<file path="src/rtl/mpmc11_to_recover.sv">
// -----------------------------------------------------------------------------
// mpmc11_to_recover
//
// Purpose:
//   Watches the mpmc11 controller's state-dwell timeout count. When the
//   controller sits in a non-IDLE state long enough for to_cnt to hit
//   TO_LIMIT, this block asks the controller FSM to abort (abort_req/abort_ack
//   handshake), then waits for the controller to come back to IDLE. Failed
//   recoveries (no ack in time, or no return to IDLE in time) are counted.
//   After RETRY_MAX consecutive failures a sticky fault is raised and the
//   block stops issuing aborts until software clears it with fault_clr.
//
// Optional build macro:
//   MPMC11_TO_IRQ_EN - when defined, irq is a registered timeout interrupt.
//                      When undefined, irq is tied to 0 and no logic exists.
//
// Ports:
//   clk        in   system clock
//   rst_n      in   asynchronous active-low reset
//   state      in   current controller state (mpmc11_state_t)
//   to_cnt     in   16-bit dwell count from the timeout counter
//   abort_ack  in   controller accepted the abort (pulse or level)
//   fault_clr  in   clears fault and retry_cnt (also leaves FAULT)
//   abort_req  out  abort request to the controller FSM
//   fault      out  sticky recovery-failure flag
//   to_state   out  controller state captured at the last timeout
//   to_total   out  8-bit saturating count of accepted timeouts
//   retry_cnt  out  4-bit count of consecutive failed recoveries
//   irq        out  timeout interrupt (0 unless MPMC11_TO_IRQ_EN)
// -----------------------------------------------------------------------------

package mpmc11_pkg;

  // Controller state encoding shared with the mpmc11 controller FSM.
  typedef enum logic [2:0] {
    IDLE      = 3'd0,
    ACTIVATE  = 3'd1,
    READ      = 3'd2,
    WRITE     = 3'd3,
    PRECHARGE = 3'd4,
    REFRESH   = 3'd5
  } mpmc11_state_t;

endpackage : mpmc11_pkg

module mpmc11_to_recover
  import mpmc11_pkg::*;
#(
  parameter int unsigned TO_LIMIT  = 512,
  parameter int unsigned ACK_WAIT  = 16,
  parameter int unsigned IDLE_WAIT = 64,
  parameter int unsigned RETRY_MAX = 3
) (
  input  logic          clk,
  input  logic          rst_n,
  input  mpmc11_state_t state,
  input  logic [15:0]   to_cnt,
  input  logic          abort_ack,
  input  logic          fault_clr,
  output logic          abort_req,
  output logic          fault,
  output mpmc11_state_t to_state,
  output logic [7:0]    to_total,
  output logic [3:0]    retry_cnt,
  output logic          irq
);

  // ---------------------------------------------------------------------------
  // Parameter legality. An out-of-range value instantiates a module that does
  // not exist, so elaboration stops instead of building a broken counter.
  // ---------------------------------------------------------------------------
  generate
    if ((TO_LIMIT < 1) || (TO_LIMIT > 65535) ||
        (ACK_WAIT < 1) || (ACK_WAIT > 255) ||
        (IDLE_WAIT < 1) || (IDLE_WAIT > 255) ||
        (RETRY_MAX < 1) || (RETRY_MAX > 15)) begin : g_bad_param
      mpmc11_to_recover_illegal_parameter u_illegal_parameter ();
    end
  endgenerate

  // Parameters narrowed to the widths of the signals they are compared with.
  localparam logic [15:0] TO_LIMIT_W = 16'(TO_LIMIT);
  localparam logic [7:0]  ACK_LAST   = 8'(ACK_WAIT - 1);
  localparam logic [7:0]  IDLE_LAST  = 8'(IDLE_WAIT - 1);
  localparam logic [3:0]  RETRY_LIM  = 4'(RETRY_MAX);

  // Recovery sequencer states.
  typedef enum logic [1:0] {
    MON   = 2'd0,   // monitoring to_cnt for a timeout
    ABORT = 2'd1,   // abort_req held, waiting for abort_ack
    DRAIN = 2'd2,   // ack seen, waiting for the controller to reach IDLE
    FAULT = 2'd3    // too many failures, parked until fault_clr
  } rec_state_t;

  rec_state_t    fsm_reg,       fsm_next;
  logic [7:0]    wait_reg,      wait_next;
  logic          abort_req_reg, abort_req_next;
  logic          fault_reg,     fault_next;
  mpmc11_state_t to_state_reg,  to_state_next;
  logic [7:0]    to_total_reg,  to_total_next;
  logic [3:0]    retry_reg,     retry_next;

  // ---------------------------------------------------------------------------
  // Event decode. Each event is qualified by the sequencer state so that
  // timeouts and acks outside their own phase are ignored.
  // ---------------------------------------------------------------------------
  logic       timeout_evt;
  logic       ack_take;
  logic       ack_expire;
  logic       drain_ok;
  logic       drain_expire;
  logic       fail_evt;
  logic [3:0] retry_inc;
  logic       fail_to_fault;

  assign timeout_evt  = (fsm_reg == MON) && (state != IDLE) && (to_cnt == TO_LIMIT_W);
  assign ack_take     = (fsm_reg == ABORT) && abort_ack;
  // An ack on the final wait cycle beats the expiry.
  assign ack_expire   = (fsm_reg == ABORT) && !abort_ack && (wait_reg == ACK_LAST);
  assign drain_ok     = (fsm_reg == DRAIN) && (state == IDLE);
  // Reaching IDLE on the final wait cycle beats the expiry.
  assign drain_expire = (fsm_reg == DRAIN) && (state != IDLE) && (wait_reg == IDLE_LAST);
  assign fail_evt     = ack_expire || drain_expire;
  // retry_reg is always below RETRY_LIM while recoveries are running (reaching
  // the limit parks the sequencer in FAULT), so this increment cannot wrap.
  assign retry_inc     = retry_reg + 4'd1;
  assign fail_to_fault = fail_evt && (retry_inc >= RETRY_LIM);

  // ---------------------------------------------------------------------------
  // State register (all sequential state lives here).
  // ---------------------------------------------------------------------------
  always_ff @(posedge clk or negedge rst_n) begin
    if (!rst_n) begin
      fsm_reg       <= MON;
      wait_reg      <= 8'd0;
      abort_req_reg <= 1'b0;
      fault_reg     <= 1'b0;
      to_state_reg  <= IDLE;
      to_total_reg  <= 8'd0;
      retry_reg     <= 4'd0;
    end else begin
      fsm_reg       <= fsm_next;
      wait_reg      <= wait_next;
      abort_req_reg <= abort_req_next;
      fault_reg     <= fault_next;
      to_state_reg  <= to_state_next;
      to_total_reg  <= to_total_next;
      retry_reg     <= retry_next;
    end
  end

  // ---------------------------------------------------------------------------
  // Next-state logic.
  // ---------------------------------------------------------------------------
  always_comb begin
    fsm_next = fsm_reg;
    unique case (fsm_reg)
      MON: begin
        if (timeout_evt) begin
          fsm_next = ABORT;
        end
      end
      ABORT: begin
        if (ack_take) begin
          fsm_next = DRAIN;
        end else if (ack_expire) begin
          fsm_next = fail_to_fault ? FAULT : MON;
        end
      end
      DRAIN: begin
        if (drain_ok) begin
          fsm_next = MON;
        end else if (drain_expire) begin
          fsm_next = fail_to_fault ? FAULT : MON;
        end
      end
      FAULT: begin
        if (fault_clr) begin
          fsm_next = MON;
        end
      end
      default: fsm_next = MON;
    endcase
  end

  // ---------------------------------------------------------------------------
  // Output / datapath next values.
  // ---------------------------------------------------------------------------
  always_comb begin
    wait_next     = wait_reg;
    to_state_next = to_state_reg;
    to_total_next = to_total_reg;
    retry_next    = retry_reg;
    fault_next    = fault_reg;

    // The request is simply "the sequencer will be in ABORT next cycle": it
    // rises with the timeout and falls on ack, expiry, or entry to FAULT.
    abort_req_next = (fsm_next == ABORT);

    unique case (fsm_reg)
      MON: begin
        if (timeout_evt) begin
          wait_next     = 8'd0;
          to_state_next = state;
          if (to_total_reg != 8'hFF) begin
            to_total_next = to_total_reg + 8'd1;
          end
        end
      end
      ABORT: begin
        if (ack_take) begin
          wait_next = 8'd0;
        end else if (!ack_expire) begin
          wait_next = wait_reg + 8'd1;
        end
      end
      DRAIN: begin
        if (!drain_ok && !drain_expire) begin
          wait_next = wait_reg + 8'd1;
        end
      end
      FAULT: begin
        wait_next = wait_reg;
      end
      default: wait_next = 8'd0;
    endcase

    // retry_cnt: a failure on this cycle takes precedence over a clear, so a
    // failed recovery is never lost to a coincident fault_clr.
    if (fail_evt) begin
      retry_next = retry_inc;
    end else if (drain_ok || fault_clr) begin
      retry_next = 4'd0;
    end

    if (fail_to_fault) begin
      fault_next = 1'b1;
    end else if (fault_clr) begin
      fault_next = 1'b0;
    end
  end

  assign abort_req = abort_req_reg;
  assign fault     = fault_reg;
  assign to_state  = to_state_reg;
  assign to_total  = to_total_reg;
  assign retry_cnt = retry_reg;

  // ---------------------------------------------------------------------------
  // Optional timeout interrupt.
  // ---------------------------------------------------------------------------
`ifdef MPMC11_TO_IRQ_EN
  logic irq_reg, irq_next;
  logic irq_set, irq_clr;

  assign irq_set = timeout_evt || fail_to_fault;
  assign irq_clr = fault_clr || ack_take;

  // Set wins over clear when both happen on the same edge.
  always_comb begin
    irq_next = irq_reg;
    if (irq_set) begin
      irq_next = 1'b1;
    end else if (irq_clr) begin
      irq_next = 1'b0;
    end
  end

  always_ff @(posedge clk or negedge rst_n) begin
    if (!rst_n) begin
      irq_reg <= 1'b0;
    end else begin
      irq_reg <= irq_next;
    end
  end

  assign irq = irq_reg;
`else
  assign irq = 1'b0;
`endif

endmodule : mpmc11_to_recover

</file>
<file path="config.mk">
export PLATFORM = sky130hd
export DESIGN_NAME = mpmc11_to_recover
export DESIGN_NICKNAME = d
export VERILOG_FILES = /design/src/rtl/mpmc11_to_recover.sv
export SDC_FILE = /design/constraint.sdc
export NUM_CORES = 1
export LEC_CHECK = 0
export ABC_AREA = 1
export ABC_CLOCK_PERIOD_IN_PS = 2750
export CAP_MARGIN = 20
export CORE_MARGIN = 2
export CORE_UTILIZATION = 55
export CTS_CLUSTER_DIAMETER = 150
export CTS_CLUSTER_SIZE = 25
export DETAILED_ROUTE_END_ITERATION = 7
export PLACE_DENSITY = 0.88
export SYNTH_ARGS = -nofsm -noshare
export SYNTH_HDL_FRONTEND = slang
export SYNTH_SLANG_ARGS = --single-unit
</file>
<file path="constraint.sdc">
create_clock -name clk -period 2.75 [get_ports clk]
set_clock_uncertainty 0.1 [all_clocks]
set_input_delay 0.4125 -clock clk [delete_from_list [all_inputs] [get_ports clk]]
set_output_delay 0.4125 -clock clk [all_outputs]
set_load 0.02 [all_outputs]
</file>
==> results.txt, run 1 <==
Nets@finish = 317
Die W = 62.48 um
Mapped Area = 1881 um^2
Seq/Total Area, Yosys = 0.3593
Synth top area cells = dfrtp_1 36%, nand2_1 15%, ha_1 5.3%, inv_1 4.8%, nand3_1 4.0%
CTS Hold Bufs = 0
CP endpoint kind = register
Crit Path Class = register to register
Per-cell routed wire length = 11.69 um
HPWL after DPL = 3025 um
Pwr dens = 459.5 nW/um^2
Yosys Warn Count = 0
Async SR Flop Fraction = 1.000
VDD IR-drop max = 284.5 uV
Setup Buffers After CTS = 0
Capturing point of the worst reg2reg path = wait_reg[6]
Syn Nets = 274
Post-route ant nets = 0
Critical path peak fanout = 8
Status = finished, final reports clean
Clk root buf = clkbuf_4
Final min period = 2061 ps
Seq cells post-synth = 27
Vias = 1715
Reg2Reg Depth = 12
RePlAce Congestion = 0.9003
Post_cts resized = 0
1st-iter DRT viols = 99
CTS tree = yes
CTS sink cnt = 27
Main synth FF type = dfrtp_1
Maxcap violations = 0
Drt total wl = 3871 um
Clock Pin Slew Worst Setup and Hold Paths = 160 ps
Number of diodes = 0
Commonest cells after routing, fill and taps aside = 73 x nand2_1, 39 x clkdlybuf4s50_1, 27 x dfrtp_1, 24 x inv_1, 20 x nor2_1
Initial antenna violation count = 0
Leakage = 1.156 nW
Tcrit/Tclk final = 0.7496
Largest net degree at the start of global routing = 28
Commonest non-fill, non-tap cell in the layout = nand2_1
DR pass1 iterations = 4
Row count = 21
Num CTS Buffers = 3
WP data arrival = 2240 ps
Startpoint type of the worst setup path = register
Cell taking the most area after synthesis = dfrtp_1
Max Transition Viols Final = 0
Layout cells sized above 1 = 0.1404
FMAX = 485.1 MHz
I/O pin total = 41
Die H = 62.48 um
GR Overflow Total = 0
Number of global-route vias before repair = 1701
Synthesized area per cell = 7.739 um^2
Min-Delay Path Class = input port to async pin
Power Total = 1.081 mW
Critical path required time = 2930 ps
Gate count of the mapped netlist = 243
Layout area overhead = 25.15%
Setup violations, final = 0
Post-synth top area share = 0.3593
Final Hold Fails = 0
Final TNS setup = 0 ps
Core Box Area = 3311 um^2
Total track usage = 0.2263
CTS Buffer Depth = 2
Fin util = 0.7109
Worst r2r src = fsm_reg[1]
Flop-to-flop setup slack = 690 ps
RSZ-0062 raised after global routing = no
Skew-Pair Late Insertion Delay = 340 ps
Buffers on Ports = 39
Post-synth EDFFs = 0
Vias/cell = 5.181
Post-synthesis cell type count = 34
Effective utilization at floorplan = 0.5680
H-tree lvl count = 1
Hold_ws = 316.3 ps
First-pass GRT wire length = 7320 um
Die area = 3903 um^2
Residual DRC = 0
worst max-delay path by stage:
| stage | start | end | slack [ps] |
|---|---|---|---|
| 2_1_floorplan | fsm_reg[1] | abort_req | 1010 |
| 3_3_place_gp | state[1] | wait_reg[6] | 580 |
| 3_5_place_dp | state[1] | wait_reg[6] | 530 |
| 4_1_cts | fsm_reg[1] | wait_reg[6] | 700 |
| 5_1_grt | fsm_reg[1] | wait_reg[6] | 540 |
| 6_report | fsm_reg[1] | wait_reg[6] | 690 |
metrics by stage:
step	cells	instance area, um^2	setup WS [ps]
after floorplan	243	1881	1014
after global placement	327	2323	577.2
final	331	2354	688.7
after CTS	331	2354	703.6
after global routing	331	2354	540.1
after detailed placement	327	2323	530.0
metal layers:
metal	vias to the layer above	global-route usage	wire length [um]
met1	786	0.2729	1575
met5	-	0	0
met4	0	0.08611	47
met2	65	0.4005	1967
li1	858	-	-
met3	6	0.04144	280
cell usage after synthesis (2+ instances only):
cell type / instances
ha_1: 8
inv_1: 24
dfrtp_1: 27
xor2_1: 6
nor3_1: 2
nor2_1: 20
o21ai_1: 3
nand3_1: 15
nand4_4: 2
mux2_2: 3
buf_4: 2
inv_2: 6
nand2_2: 5
nand2_1: 73
nor2_2: 4
xnor2_1: 2
nor3_4: 2
a21oi_1: 5
nand4_1: 9
nor2_4: 4
o21ai_0: 8
critical path: stages (launching register included):
cell,delay [ps]
dfrtp_1,460
inv_1,90
ha_1,180
buf_4,160
inv_2,60
nor2_1,60
nand3_2,80
nor2_4,50
nor2_4,140
o21ai_4,90
nor3_4,310
nand2_1,130
nand2_1,80
area by class of cell:
cell class	instances	area, um^2
Sequential cell	27	675.6
Tap cell	46	57.56
Multi-Input combinational cell	182	1066
Timing Repair Buffer	41	405.4
Clock inverter	1	7.507
Clock buffer	3	22.52
Inverter	31	118.9
Fill cell	255	957.2
power breakdown:
| group | switching (mW) | internal [mW] | total (mW) |
|---|---|---|---|
| clock | 0.127 | 0.0558 | 0.183 |
| combinational | 0.285 | 0.162 | 0.447 |
| sequential | 0.0266 | 0.424 | 0.451 |
cell families (layout without fill, tap and decap cells):
group,after synthesis,after routing,synth area share
muxes,3,3,0.01796
and+or+nand+nor,143,143,0.3979
DFF,27,27,0.3593
xor gates and xnor gates,8,8,0.03726
AOI/OAI and AO/OA,19,19,0.05855
other,1,1,0.001994
adders and majority gates,8,8,0.05323
buffers and inverters,34,76,0.07385
No activity file was read; power rests on OpenSTA's default activity.
==> run 2: changes to the inputs <==
--- a/config.mk
+++ b/config.mk
@@ -6,14 +6,14 @@
 export NUM_CORES = 1
 export LEC_CHECK = 0
 export ABC_AREA = 1
-export ABC_CLOCK_PERIOD_IN_PS = 2750
+export ABC_CLOCK_PERIOD_IN_PS = 1700
 export CAP_MARGIN = 20
 export CORE_MARGIN = 2
-export CORE_UTILIZATION = 55
+export CORE_UTILIZATION = 46
 export CTS_CLUSTER_DIAMETER = 150
 export CTS_CLUSTER_SIZE = 25
 export DETAILED_ROUTE_END_ITERATION = 7
-export PLACE_DENSITY = 0.88
+export PLACE_DENSITY = 0.78
 export SYNTH_ARGS = -nofsm -noshare
 export SYNTH_HDL_FRONTEND = slang
 export SYNTH_SLANG_ARGS = --single-unit
==> constraint.sdc (replaced) <==
create_clock -name clk -period 1.7 [get_ports clk]
set_clock_uncertainty 0.1 [all_clocks]
set_input_delay 0.255 -clock clk [delete_from_list [all_inputs] [get_ports clk]]
set_output_delay 0.255 -clock clk [all_outputs]
set_load 0.02 [all_outputs]
==> run 2 against run 1 <==
Net effect: the run now ends with negative setup slack left; clock power grew 110%; critical path depth grew 1; wire length is 25% higher; sequential power rose by 60%; count of clock-buffer cells in the layout increased by 1; fmax increased by 17%; sequential share of layout area down 5.0 points; final cell count grew 14%; cell area increased by 21%; core utilization is 0.68 points higher; critical endpoint is now abort_req; largest cell class unchanged.
==> results.txt, run 2 (synthesized netlist as in run 1, its figures left out) <==
Filler cell count = 299 (+17%)
Storage element area = 676.9 um^2 (+0.19%)
Layout cells sized above 1 = 0.3333 (+0.1930)
Layout area overhead = 51.56%
Die H = 67.94 um (+8.7%)
1st-iter DRT viols = 53 (-46%)
CP endpoint kind = register
Initial antenna violation count = 0 (unchanged)
Die area = 4616 um^2 (+18%)
H-tree lvl count = 1 (unchanged)
Tcrit/Tclk final = 1.038 (+0.2888)
Nets@finish = 359 (+13%)
Sw Ratio = 0.3766 (-0.02949)
WP data arrival = 1850 ps (-390 ps)
Fin area = 2850 um^2 (+21%)
Worst Setup Slack, final = -65.16 ps (-753.9 ps)
Num CTS Buffers = 3 (unchanged)
Hold_ws = 242.0 ps (-74.31 ps)
CTS sink cnt = 27 (unchanged)
Final min period = 1765 ps (-296.1 ps)
First-pass GRT wire length = 7500 um (+2.5%)
Placed cell areas = 2549 um^2 (+9.7%)
Cell Count, Final, Fillers Out = 377 (+14%)
VDD IR-drop max = 442.6 uV (+56%)
Largest net degree at the start of global routing = 28 (unchanged)
Drt total wl = 4828 um (+25%)
Residual DRC = 0 (unchanged)
Commonest non-fill, non-tap cell in the layout = nand2_1
FMAX = 566.5 MHz (+17%)
DR pass1 iterations = 6 (+2)
Per-cell routed wire length = 12.81 um (+9.5%)
Pwr dens = 813.3 nW/um^2 (+77%)
Reg power frac = 0.311 (-0.106)
Clock Pin Slew Worst Setup and Hold Paths = 90 ps (-70 ps)
Internal power = 1.445 mW (+130%)
Crit Path Class = register to register
RSZ-0062 raised after global routing = yes
Total track usage = 0.2113 (-0.01499)
Maxcap violations = 0 (unchanged)
Multi-input logic area = 1199 um^2 (+12%)
Core Box Area = 3971 um^2 (+20%)
Critical path peak fanout = 3 (-5)
Effective utilization at floorplan = 0.4735 (-0.09449)
Number of diodes = 0 (unchanged)
Critical path's slowest cell = dfrtp_1
Flop-to-flop setup slack = -70 ps (-750 ps)
Setup violations, final = 10 (+10)
Critical path required time = 1780 ps (-1150 ps)
RePlAce Congestion = 0.8373 (-7.0%)
Clock power share = 0.163 (-0.006)
Max Transition Viols Final = 0 (unchanged)
Vias = 1913 (+12%)
CP cell instances = inv_2 > ha_4 > inv_2 > nor2_4 > nand3_2 > nor2_4 > nand2_2 > nand3_2 > nand2_1 > nand3_1 > nand2_1 > nand2_2 > nor2_2
Violated checks = negative setup slack
Placed Cells incl. Taps = 360 (+10%)
Row count = 23 (+9.5%)
HPWL after DPL = 3275 um (+8.3%)
Status = finished with violations
Final Hold Fails = 0 (unchanged)
Slowest stage delay, CP = 400 ps (-60 ps)
Startpoint type of the worst setup path = register
CTS tree = yes
Buffers on Ports = 39 (unchanged)
Die W = 67.94 um (+8.7%)
Skew-Pair Late Insertion Delay = 280 ps (-60 ps)
Leakage = 1.504 nW (+30%)
GR Overflow Total = 0 (unchanged)
Vias/cell = 5.074 (-2.1%)
Commonest cells after routing, fill and taps aside = 64 x nand2_1, 41 x buf_4, 30 x clkdlybuf4s50_1, 26 x dfrtp_1, 21 x inv_1
Switching power = 873.0 uW (+99%)
I/O pin total = 41 (unchanged)
Power Total = 2.318 mW (+110%)
Post-route ant nets = 0 (unchanged)
Comb power frac = 0.526 (+0.112)
CTS Buffer Depth = 2 (unchanged)
Min-Delay Path Class = input port to async pin
Number of global-route vias before repair = 1738 (+2.2%)
Clk root buf = clkbuf_8
[run 2: cell types whose count changed in the layout (fill, tap and decap cells not counted), moves of 4 or more]
cell,change
buf_4,+39
clkdlybuf4s50_1,-9
dlygate4sd2_1,+4
dlymetal6s2s_1,+5
ha_1,-6
ha_4,+4
nand2_1,-9
nand2_2,+7
nand3_1,-4
nand3_2,+4
[run 2: worst max-delay path, delay by kind of cell, from the launching register on]
family / cells / cell delay (ps)
buffers and inverters: 2 / 160
adder cells (fa/ha/maj): 1 / 160
flip-flops: 1 / 400
AND/OR/NAND/NOR: 10 / 860
[run 2: path summary, 6_finish.rpt]
check	from	to	cells past startpoint
setup / recovery	fsm_reg[1]	abort_req	13
hold / removal	rst_n	retry_cnt[0]	2
max in group asynchronous	rst_n	to_total[3]	2
hold reg to reg	fault	fault	2
setup reg to reg	fsm_reg[1]	abort_req	13
min in group clk	fault	fault	2
[run 2: final cells by class]
type,instances,share of cell area
repair buffers,83,0.2625
multi-input cells,182,0.4205
flip-flops and latches,27,0.2375
inverters,31,0.04170
clock buffers,4,0.01580
well taps,50,0.02195
[run 2: what timing repair did]
item / in CTS / in global routing
pin swaps: 6 / 20
hold buffers: 0 / 0
gates resized for setup: 11 / 39
hold endpoints to repair: 0 / 0
buffers inserted: 5 / 10
endpoints found under the setup margin: 19 / 30
[run 2: power groups by stage]
| stage | Combinational, mW | Sequential, mW | Clock, mW |
|---|---|---|---|
| final | 1.22 | 0.721 | 0.377 |
| after global routing | 1.31 | 0.723 | 0.410 |
| after CTS | 0.977 | 0.720 | 0.384 |
| after detailed placement | 0.921 | 0.721 | 0 |
| after global placement | 0.906 | 0.718 | 0 |
| after floorplan | 0.511 | 0.745 | 0 |
[run 2: metal layers]
layer	GRT usage	routed length (um)
met1	0.2674	1899
met2	0.3665	2488
met3	0.02796	367
met4	0.07750	72
met5	0	0
[run 2: per-stage QoR]
stage,worst slack (ps),utilization,setup TNS [ps]
after floorplan,-23.96,-,-23.96
after global placement,-187.0,0.6418,-3449
after detailed placement,-246.1,0.6418,-3884
after CTS,-42.13,0.6679,-187.6
after global routing,-140.4,0.7177,-1434
final,-65.16,0.7177,-283.8
